$ cat src/rtl/add40_arbiter_pkg.sv
// Shared constants and types for the two-requester 40-bit adder arbiter.
package add40_arbiter_pkg;

    localparam int OP_W  = 40;  // operand / sum width
    localparam int CNT_W = 16;  // per-requester grant counter width

    // Output slot occupancy.
    typedef enum logic {
        SLOT_EMPTY = 1'b0,
        SLOT_FULL  = 1'b1
    } slot_state_e;

    // Operands selected by the grant mux.
    typedef struct packed {
        logic [OP_W-1:0] a;
        logic [OP_W-1:0] b;
        logic            cin;
    } add_op_t;

endpackage

$ cat src/rtl/add40_core.sv
// Purely combinational 40-bit adder with carry-in and carry-out.
module add40_core
    import add40_arbiter_pkg::*;
(
    input  logic [OP_W-1:0] a_i,
    input  logic [OP_W-1:0] b_i,
    input  logic            cin_i,
    output logic [OP_W-1:0] s_o,
    output logic            cout_o
);

    // Widen to 41 bits so the top bit is the carry out of bit 39.
    assign {cout_o, s_o} = {1'b0, a_i} + {1'b0, b_i} + {{OP_W{1'b0}}, cin_i};

endmodule

$ cat src/rtl/add40_arbiter.sv
// Two requesters share one 40-bit adder; a single-entry result slot
// holds the registered sum until the consumer takes it.
module add40_arbiter
    import add40_arbiter_pkg::*;
#(
    parameter int RR = 1  // 1: round-robin, 0: requester 0 always wins
) (
    input  logic             clk,
    input  logic             rst,
    input  logic             r0_valid,
    output logic             r0_ready,
    input  logic [OP_W-1:0]  r0_A,
    input  logic [OP_W-1:0]  r0_B,
    input  logic             r0_Cin,
    input  logic             r1_valid,
    output logic             r1_ready,
    input  logic [OP_W-1:0]  r1_A,
    input  logic [OP_W-1:0]  r1_B,
    input  logic             r1_Cin,
    output logic             res_valid,
    input  logic             res_ready,
    output logic [OP_W-1:0]  res_S,
    output logic             res_Cout,
    output logic             res_id,
    output logic [CNT_W-1:0] gnt_cnt0,
    output logic [CNT_W-1:0] gnt_cnt1
);

    slot_state_e      state_q;
    logic             ptr_q;      // requester favoured when both are valid
    logic [OP_W-1:0]  s_q;
    logic             cout_q;
    logic             id_q;
    logic [CNT_W-1:0] cnt0_q, cnt0_d;
    logic [CNT_W-1:0] cnt1_q, cnt1_d;

    logic             win_id;
    logic             slot_free;
    logic             accept;
    add_op_t          op_sel;
    logic [OP_W-1:0]  sum;
    logic             sum_cout;

    // Grant winner: a lone requester wins; on contention the pointer or requester 0.
    always_comb begin
        win_id = 1'b0;
        if (r0_valid && r1_valid) begin
            win_id = (RR != 0) ? ptr_q : 1'b0;
        end else if (r1_valid) begin
            win_id = 1'b1;
        end
    end

    // The slot can take a new result if empty or if it drains this same cycle.
    assign slot_free = (state_q == SLOT_EMPTY) || res_ready;
    assign accept    = !rst && slot_free && (r0_valid || r1_valid);
    assign r0_ready  = accept && !win_id;
    assign r1_ready  = accept && win_id;

    assign op_sel = win_id ? '{a: r1_A, b: r1_B, cin: r1_Cin}
                           : '{a: r0_A, b: r0_B, cin: r0_Cin};

    add40_core u_core (
        .a_i   (op_sel.a),
        .b_i   (op_sel.b),
        .cin_i (op_sel.cin),
        .s_o   (sum),
        .cout_o(sum_cout)
    );

    assign cnt0_d = cnt0_q + CNT_W'(1);
    assign cnt1_d = cnt1_q + CNT_W'(1);

    // Slot FSM, result register, priority pointer and grant counters.
    always_ff @(posedge clk or posedge rst) begin
        if (rst) begin
            state_q <= SLOT_EMPTY;
            ptr_q   <= 1'b0;
            s_q     <= '0;
            cout_q  <= 1'b0;
            id_q    <= 1'b0;
            cnt0_q  <= '0;
            cnt1_q  <= '0;
        end else begin
            case (state_q)
                SLOT_EMPTY: if (accept) state_q <= SLOT_FULL;
                SLOT_FULL:  if (res_ready && !accept) state_q <= SLOT_EMPTY;
                default:    state_q <= SLOT_EMPTY;
            endcase
            if (accept) begin
                s_q    <= sum;
                cout_q <= sum_cout;
                id_q   <= win_id;
                ptr_q  <= ~win_id;  // the loser gets priority next time
            end
            if (r0_ready) cnt0_q <= cnt0_d;
            if (r1_ready) cnt1_q <= cnt1_d;
        end
    end

    assign res_valid = (state_q == SLOT_FULL);
    assign res_S     = s_q;
    assign res_Cout  = cout_q;
    assign res_id    = id_q;
    assign gnt_cnt0  = cnt0_q;
    assign gnt_cnt1  = cnt1_q;

endmodule

$ cat config.mk
export PLATFORM = sky130hd
export DESIGN_NAME = add40_arbiter
export DESIGN_NICKNAME = d
export VERILOG_FILES = /design/src/rtl/add40_arbiter_pkg.sv /design/src/rtl/add40_core.sv /design/src/rtl/add40_arbiter.sv
export SDC_FILE = /design/constraint.sdc
export NUM_CORES = 1
export LEC_CHECK = 0
export ABC_AREA = 1
export CAP_MARGIN = 20
export CORE_MARGIN = 4
export CORE_UTILIZATION = 48
export CTS_BUF_LIST = sky130_fd_sc_hd__clkbuf_16
export DETAILED_ROUTE_END_ITERATION = 10
export PLACE_DENSITY = 0.82
export SLEW_MARGIN = 40
export SYNTH_ARGS = -nofsm -noshare
export SYNTH_HDL_FRONTEND = slang
export SYNTH_HIERARCHICAL = 1
export SYNTH_SLANG_ARGS = --single-unit
$ cat constraint.sdc
create_clock -name clk -period 3.61 [get_ports clk]
set_input_delay 0.361 -clock clk [delete_from_list [all_inputs] [get_ports clk]]
set_output_delay 0.361 -clock clk [all_outputs]
set_load 0.02 [all_outputs]
==> reports/qor.yml, run 1 <==
status: "finished, final reports clean"
max_stage_delay_ns: 0.56
synth_nets: 1542
grt_use_total_pct: 25.0
holdPathStages: 2
reg2reg_setup_slack_ns: 0.72
critPathMostFrequentCell: "nand2_1"
cts.sinks: 76
cts_hold_buffers: 0
cts_tree: "done"
post_drt_wl_per_cell_um: 12.8
startpoint_type: "primary input"
diodes: 0
syn_avg_cell_area_um2: 5.68
grt_antenna_before_repair: 0
drcViolationCount: 0
ys_seq_area_share_pct: 25.2
max-cap-violations: 0
ios: 244
cts-root-buf: "clkbuf_16"
worst_ep_required_time_ns: 3.85
min_period_ns: 3.06
clock_latency_ns: 0.34
final_common_cell: "nand2_1"
cp_max_fo: 57
rr_startpoint: "ptr_q$_DFFE_PP0P_"
fp.dieH_um: 134
rsz0062_at_grt: "no"
yosys_register_bits: 76
drive_gt1_share_pct: 3.64
netlist_area_mm2: 0.00756
clock-skew-final_ns: 0.00546
fmax_mhz: 327
firstDrtPassIters: 7
rows: 45
grt.overflow.total: 0
tightest_slew_ns: 0.790
cpMaxStageDelayCell: "clkdlybuf4s50_1"
finalSetupTns_ns: 0
power.density_mw_per_mm2: 444
dp_hpwl_um: 19100
peakVddDrop_mv: 0.347
grt_first_pass_wirelength_um: 37100
regArea_mm2: 0.00190
slew_headroom_pct: 47.3
cts_buffers: 9
ys_types: 29
end_kind: "flip-flop"
drt_iter0_markers: 552
leakage_nw: 5.67
cts_resized: 0
ys.warnings.count: 6
syn_inst: 1332
routed-via-count: 8547
fp.coreArea_mm2: 0.0153
die_area_mm2: 0.0178
final_cells: 1777
place_inst: 1761
period_share_pct: 84.8
fillers: 1420
area_growth_pct: 38.9
report.final.slew_viol_count: 0
min_to: "res_S[1]$_DFFE_PP0P_"
multi_input_area_mm2: 0.00481
vias_per_cell: 4.81
hold_viol: 0
crit_chain: "clkdlybuf4s50_1 -> inv_2 -> o21ai_4 -> buf_12 -> nand2_1 -> nand2_1 -> ha_1 -> nand2_1 -> nor2_1 -> nand2_1 -> nor2_1 -> nand3_1 -> nand2_1 -> nor2_1 -> nand2_1 -> nand2_1 -> nand2_1 -> inv_1 -> o21ai_0"
hp-start: "res_S[1]$_DFFE_PP0P_"
drt_wl_total_um: 22800
portBuffers: 243
cp_top_family: "simple AND/OR/NAND/NOR gates"
worstReg2RegEnd: "res_S[32]$_DFFE_PP0P_"
start_util_pct: 49.4
layout_common_cells: "668 x nand2_1, 243 x clkdlybuf4s50_1, 188 x inv_1"
grt_pass1_vias: 7909
cts_htree_levels: 3
r2r_cells: 17
postRouteAntennaNets: 0
place_congestion: 0.976
post_cts_buffers: 0
fin_nets: 1771
grt_max_degree: 88
critical_path_class: "in -> reg"
arrival_ns: 3.30
clkTransAtPathRegs_ns: 0.06
hold_path.class: "reg -> reg"
final-setup-viol-count: 0
cp.buffers_inverters: 4
clock_path_buffers: 2
die_w_um: 134
metrics by stage:
stage / utilization, % / setup WS (ns) / total power [mW] / cell area, µm² / hold WS, ns
5_1_grt: 68.6 / 0.254 / 4.99 / 10500 / 0.514
3_5_place_dp: 66.7 / 0.242 / 3.75 / 10200 / 0.481
3_3_place_gp: 66.7 / 0.217 / 3.72 / 10200 / 0.467
6_report: 68.6 / 0.550 / 4.66 / 10500 / 0.488
2_1_floorplan: - / 0.562 / 2.71 / 7560 / 0.507
4_1_cts: 68.6 / 0.564 / 4.67 / 10500 / 0.496
synth_stat cells:
cell type,instances,area (µm²)
nand3_1,33,165
fa_1,2,40.0
nand2_2,14,87.6
or2_1,1,6.26
and2_1,1,6.26
nand4_1,2,12.5
a21oi_1,34,170
nand2b_1,1,6.26
nor3_1,9,45.0
clkbuf_1,5,18.8
nand3_2,6,60.1
nor2_2,8,50.1
ha_1,41,513
buf_1,1,3.75
dfrtp_1,76,1900
inv_2,2,7.51
a31oi_1,3,18.8
nand2_1,668,2510
xor2_1,21,184
nand3b_1,23,173
o21ai_0,27,135
o21ai_1,32,160
nor2_1,99,372
buf_2,27,135
inv_1,188,706
a21o_1,1,7.51
nand3_4,1,17.5
o21bai_1,1,7.51
xnor2_1,5,43.8
where the power goes:
part	internal (mW)	leakage (nW)	switching, mW
clock	0.533	0.143	0.367
combinational	1.05	4.55	1.46
sequential	1.07	0.978	0.179
total	2.65	5.67	2.01
tightest hold or removal path, cell delays in order (launching register included):
cell	delay, ns
dfrtp_1	0.35
nand2_1	0.05
o21ai_0	0.05
registers in the layout, indices dropped and copies added, names as in the netlist:
name,flops
ptr_q,1
res_S,40
res_id,1
res_valid,1
gnt_cnt1,16
gnt_cnt0,16
res_Cout,1
layout make-up:
cell class                      instances  area share [%]
Timing Repair Buffer                  251            24.0
Clock inverter                          7           0.643
Tap cell                              211            2.51
Multi-Input combinational cell       1033            45.8
Sequential cell                        76            18.1
Clock buffer                            9            2.14
Inverter                              190            6.79
logic make-up after synthesis:
| logic type | count (synthesis) | synth area share, % |
|---|---|---|
| fa+ha+maj | 43 | 7.31 |
| buf+inv | 223 | 11.5 |
| flops | 76 | 25.2 |
| compound gates | 98 | 6.60 |
| xor+xnor | 26 | 3.01 |
| simple gates | 866 | 46.4 |
metal layers:
metal  routed length (µm)  vias to the layer above  global-route usage, %  part of all wire [%]
met5                    0                        -                      0                     0
met4                  382                        0                   6.06                   1.7
met3                 1500                       25                   3.51                   6.6
met2                10700                      279                   42.7                    47
met1                10300                     3761                   33.7                    45
li1                     -                     4482                      -                     -
worst max path at each step:
stage / from / endpoint / slack, ns / cells after the start
after floorplan: rst / r1_ready / 0.56 / 4
after CTS: r0_valid / res_S[32]$_DFFE_PP0P_ / 0.56 / 18
after global placement: r0_valid / res_S[24]$_DFFE_PP0P_ / 0.22 / 19
final: r0_valid / res_S[35]$_DFFE_PP0P_ / 0.55 / 19
after global routing: r0_valid / res_S[35]$_DFFE_PP0P_ / 0.25 / 19
after detailed placement: r0_valid / res_S[35]$_DFFE_PP0P_ / 0.24 / 19
Note: power is estimated with default switching activity, not from simulation.
==> run 2, diff against run 1 <==
==> constraint.sdc (replaced) <==
create_clock -name clk -period 3.2 [get_ports clk]
set_input_delay 0.32 -clock clk [delete_from_list [all_inputs] [get_ports clk]]
set_output_delay 0.32 -clock clk [all_outputs]
set_load 0.02 [all_outputs]
==> reports/qor.yml, run 2 (synthesis gave the netlist of run 1 again) <==
period_share_pct: 92.0
hp-start: "res_S[39]$_DFFE_PP0P_"
drcViolationCount: 0  # unchanged
fp.dieH_um: 134  # unchanged
critical_path_class: "in -> reg"
drt_iter0_markers: 547  # -0.91%
cp_max_fo: 20  # -65%
clock-skew-final_ns: 0.00970  # +0.00425 ns
postRouteAntennaNets: 0  # unchanged
status: "finished, final reports clean"
hold_path.class: "reg -> reg"
rsz0062_at_grt: "no"
routed-via-count: 8946  # +4.7%
hold_viol: 0  # unchanged
min_to: "res_S[39]$_DFFE_PP0P_"
portBuffers: 243  # unchanged
leakage_nw: 6.04  # +6.5%
cts-root-buf: "clkbuf_16"
power.density_mw_per_mm2: 510  # +15%
diodes: 0  # unchanged
fp.coreArea_mm2: 0.0153  # unchanged
peakVddDrop_mv: 0.334  # -3.6%
die_w_um: 134  # unchanged
min_period_ns: 2.94
clock_path_buffers: 2  # unchanged
drt_wl_total_um: 24700  # +8.2%
die_area_mm2: 0.0178  # unchanged
vias_per_cell: 4.86  # +0.97%
final_common_cell: "nand2_1"
reg2reg_setup_slack_ns: 0.32  # -0.40 ns
clkTransAtPathRegs_ns: 0.06  # about the same
cts_tree: "done"
clock_latency_ns: 0.33  # about the same
rows: 45  # unchanged
firstDrtPassIters: 5  # -2
layout_common_cells: "668 x nand2_1, 242 x clkdlybuf4s50_1, 188 x inv_1"
cts_htree_levels: 3  # unchanged
slew_headroom_pct: 48.6  # +1.3 points
dp_hpwl_um: 20200  # +6.0%
fin_nets: 1836  # +3.7%
tightest_slew_ns: 0.771  # -0.0188 ns
worst_ep_required_time_ns: 3.42  # -0.43 ns
r2r_cells: 15  # -2
grt_first_pass_wirelength_um: 39800  # +7.1%
place_area_mm2: 0.0107  # +4.8%
place_congestion: 0.968  # -0.82%
holdPathStages: 2  # unchanged
grt_use_total_pct: 26.9  # +1.9 points
fin_area_mm2: 0.0111  # +5.7%
max-cap-violations: 0  # unchanged
largest_reg_flops: 40  # unchanged
cts.sinks: 76  # unchanged
grt.overflow.total: 0  # unchanged
area_growth_pct: 46.8
start_util_pct: 49.4  # unchanged
arrival_ns: 3.17  # -0.13 ns
final-setup-viol-count: 0  # unchanged
cts_buffers: 9  # unchanged
end_kind: "flip-flop"
whs_ns: 0.493  # +0.00504 ns
grt_pass1_vias: 8501  # +7.5%
worstReg2RegEnd: "res_S[35]$_DFFE_PP0P_"
drive_gt1_share_pct: 7.66  # +4.0 points
rr_startpoint: "ptr_q$_DFFE_PP0P_"
post_drt_wl_per_cell_um: 13.4  # +4.3%
ios: 244  # unchanged
startpoint_type: "primary input"
grt_antenna_before_repair: 0  # unchanged
fmax_mhz: 340
report.final.slew_viol_count: 0  # unchanged
grt_max_degree: 88  # unchanged
-- run 2: cell types whose count changed in the layout (fill, tap and decap cells not counted) --
cell,change
a21oi_1,-1
buf_12,+1
dlymetal6s2s_1,+1
clkdlybuf4s50_1,-1
clkinv_4,+2
clkinv_2,-1
clkbuf_16,+2
nor2_1,-2
buf_4,+62
nor2_2,+2
a21oi_2,+1
inv_6,-1
bufinv_16,+2
clkinvlp_4,-2
-- run 2: final cells by class --
cell class              instances  area (µm²)
repair buffers                316        3060
clock buffers                   9         225
inverters                     190         713
fillers                      1350        4220
flip-flops and latches         76        1900
multi-input cells            1033        4820
clock inverters                 7         116
well taps                     211         264
-- run 2: how the worst max path moves through the flow --
stage | depth (start not counted) | from | slack (ns) | endpoint
floorplan | 4 | rst | 0.23 | r1_ready
global placement | 19 | r0_valid | -0.02 | res_S[35]$_DFFE_PP0P_
detailed placement | 19 | r0_valid | -0.1 | res_S[26]$_DFFE_PP0P_
CTS | 18 | r0_valid | 0.22 | res_S[27]$_DFFE_PP0P_
global route | 20 | r1_valid | 0.01 | res_S[29]$_DFFE_PP0P_
finish | 19 | r1_valid | 0.26 | res_S[27]$_DFFE_PP0P_
-- run 2: repair_timing --
item	4_1_cts	5_1_grt
resized for setup	0	4
setup buffers	0	0
endpoints found under the setup margin	0	5
hold buffers	0	0
-- run 2: power breakdown --
part | internal (mW) | leakage [nW] | total (mW) | switching [mW]
clock network | 0.760 | 0.171 | 1.17 | 0.406
logic | 1.37 | 4.89 | 3.09 | 1.73
registers | 1.20 | 0.978 | 1.40 | 0.198
-- run 2: critical path, stage by stage --
cell             delay, ns
clkdlybuf4s50_1       0.57
inv_2                 0.09
a21oi_4               0.21
buf_12                0.19
buf_4                 0.14
nand2_1               0.05
nand2_1               0.09
ha_1                  0.31
nand2_2               0.13
inv_1                 0.05
a21oi_2               0.21
nor2_1                0.06
nor2_1                0.14
nor2_1                0.06
nor2_1                0.13
nand3_1               0.09
nand2_1               0.07
inv_1                 0.04
o21ai_0               0.21
-- run 2: per-layer routing --
metal	part of all wire, %	GRT usage, %	vias to the layer above
met5	0	0	-
met4	1.9	6.91	0
met3	6.1	3.93	39
met2	47	46.2	296
met1	45	35.8	3995
li1	-	-	4616
-- run 2: metrics by stage --
stage	setup TNS (ns)	instances	power (mW)	setup slack, ns	utilization, %
after floorplan	0	1332	3.05	0.234	-
after global placement	-0.0478	1824	4.39	-0.0233	69.8
after detailed placement	-0.832	1824	4.45	-0.0977	69.8
after CTS	0	1840	5.65	0.220	72.1
after global routing	0	1842	6.05	0.0102	72.5
final	0	1842	5.66	0.257	72.5
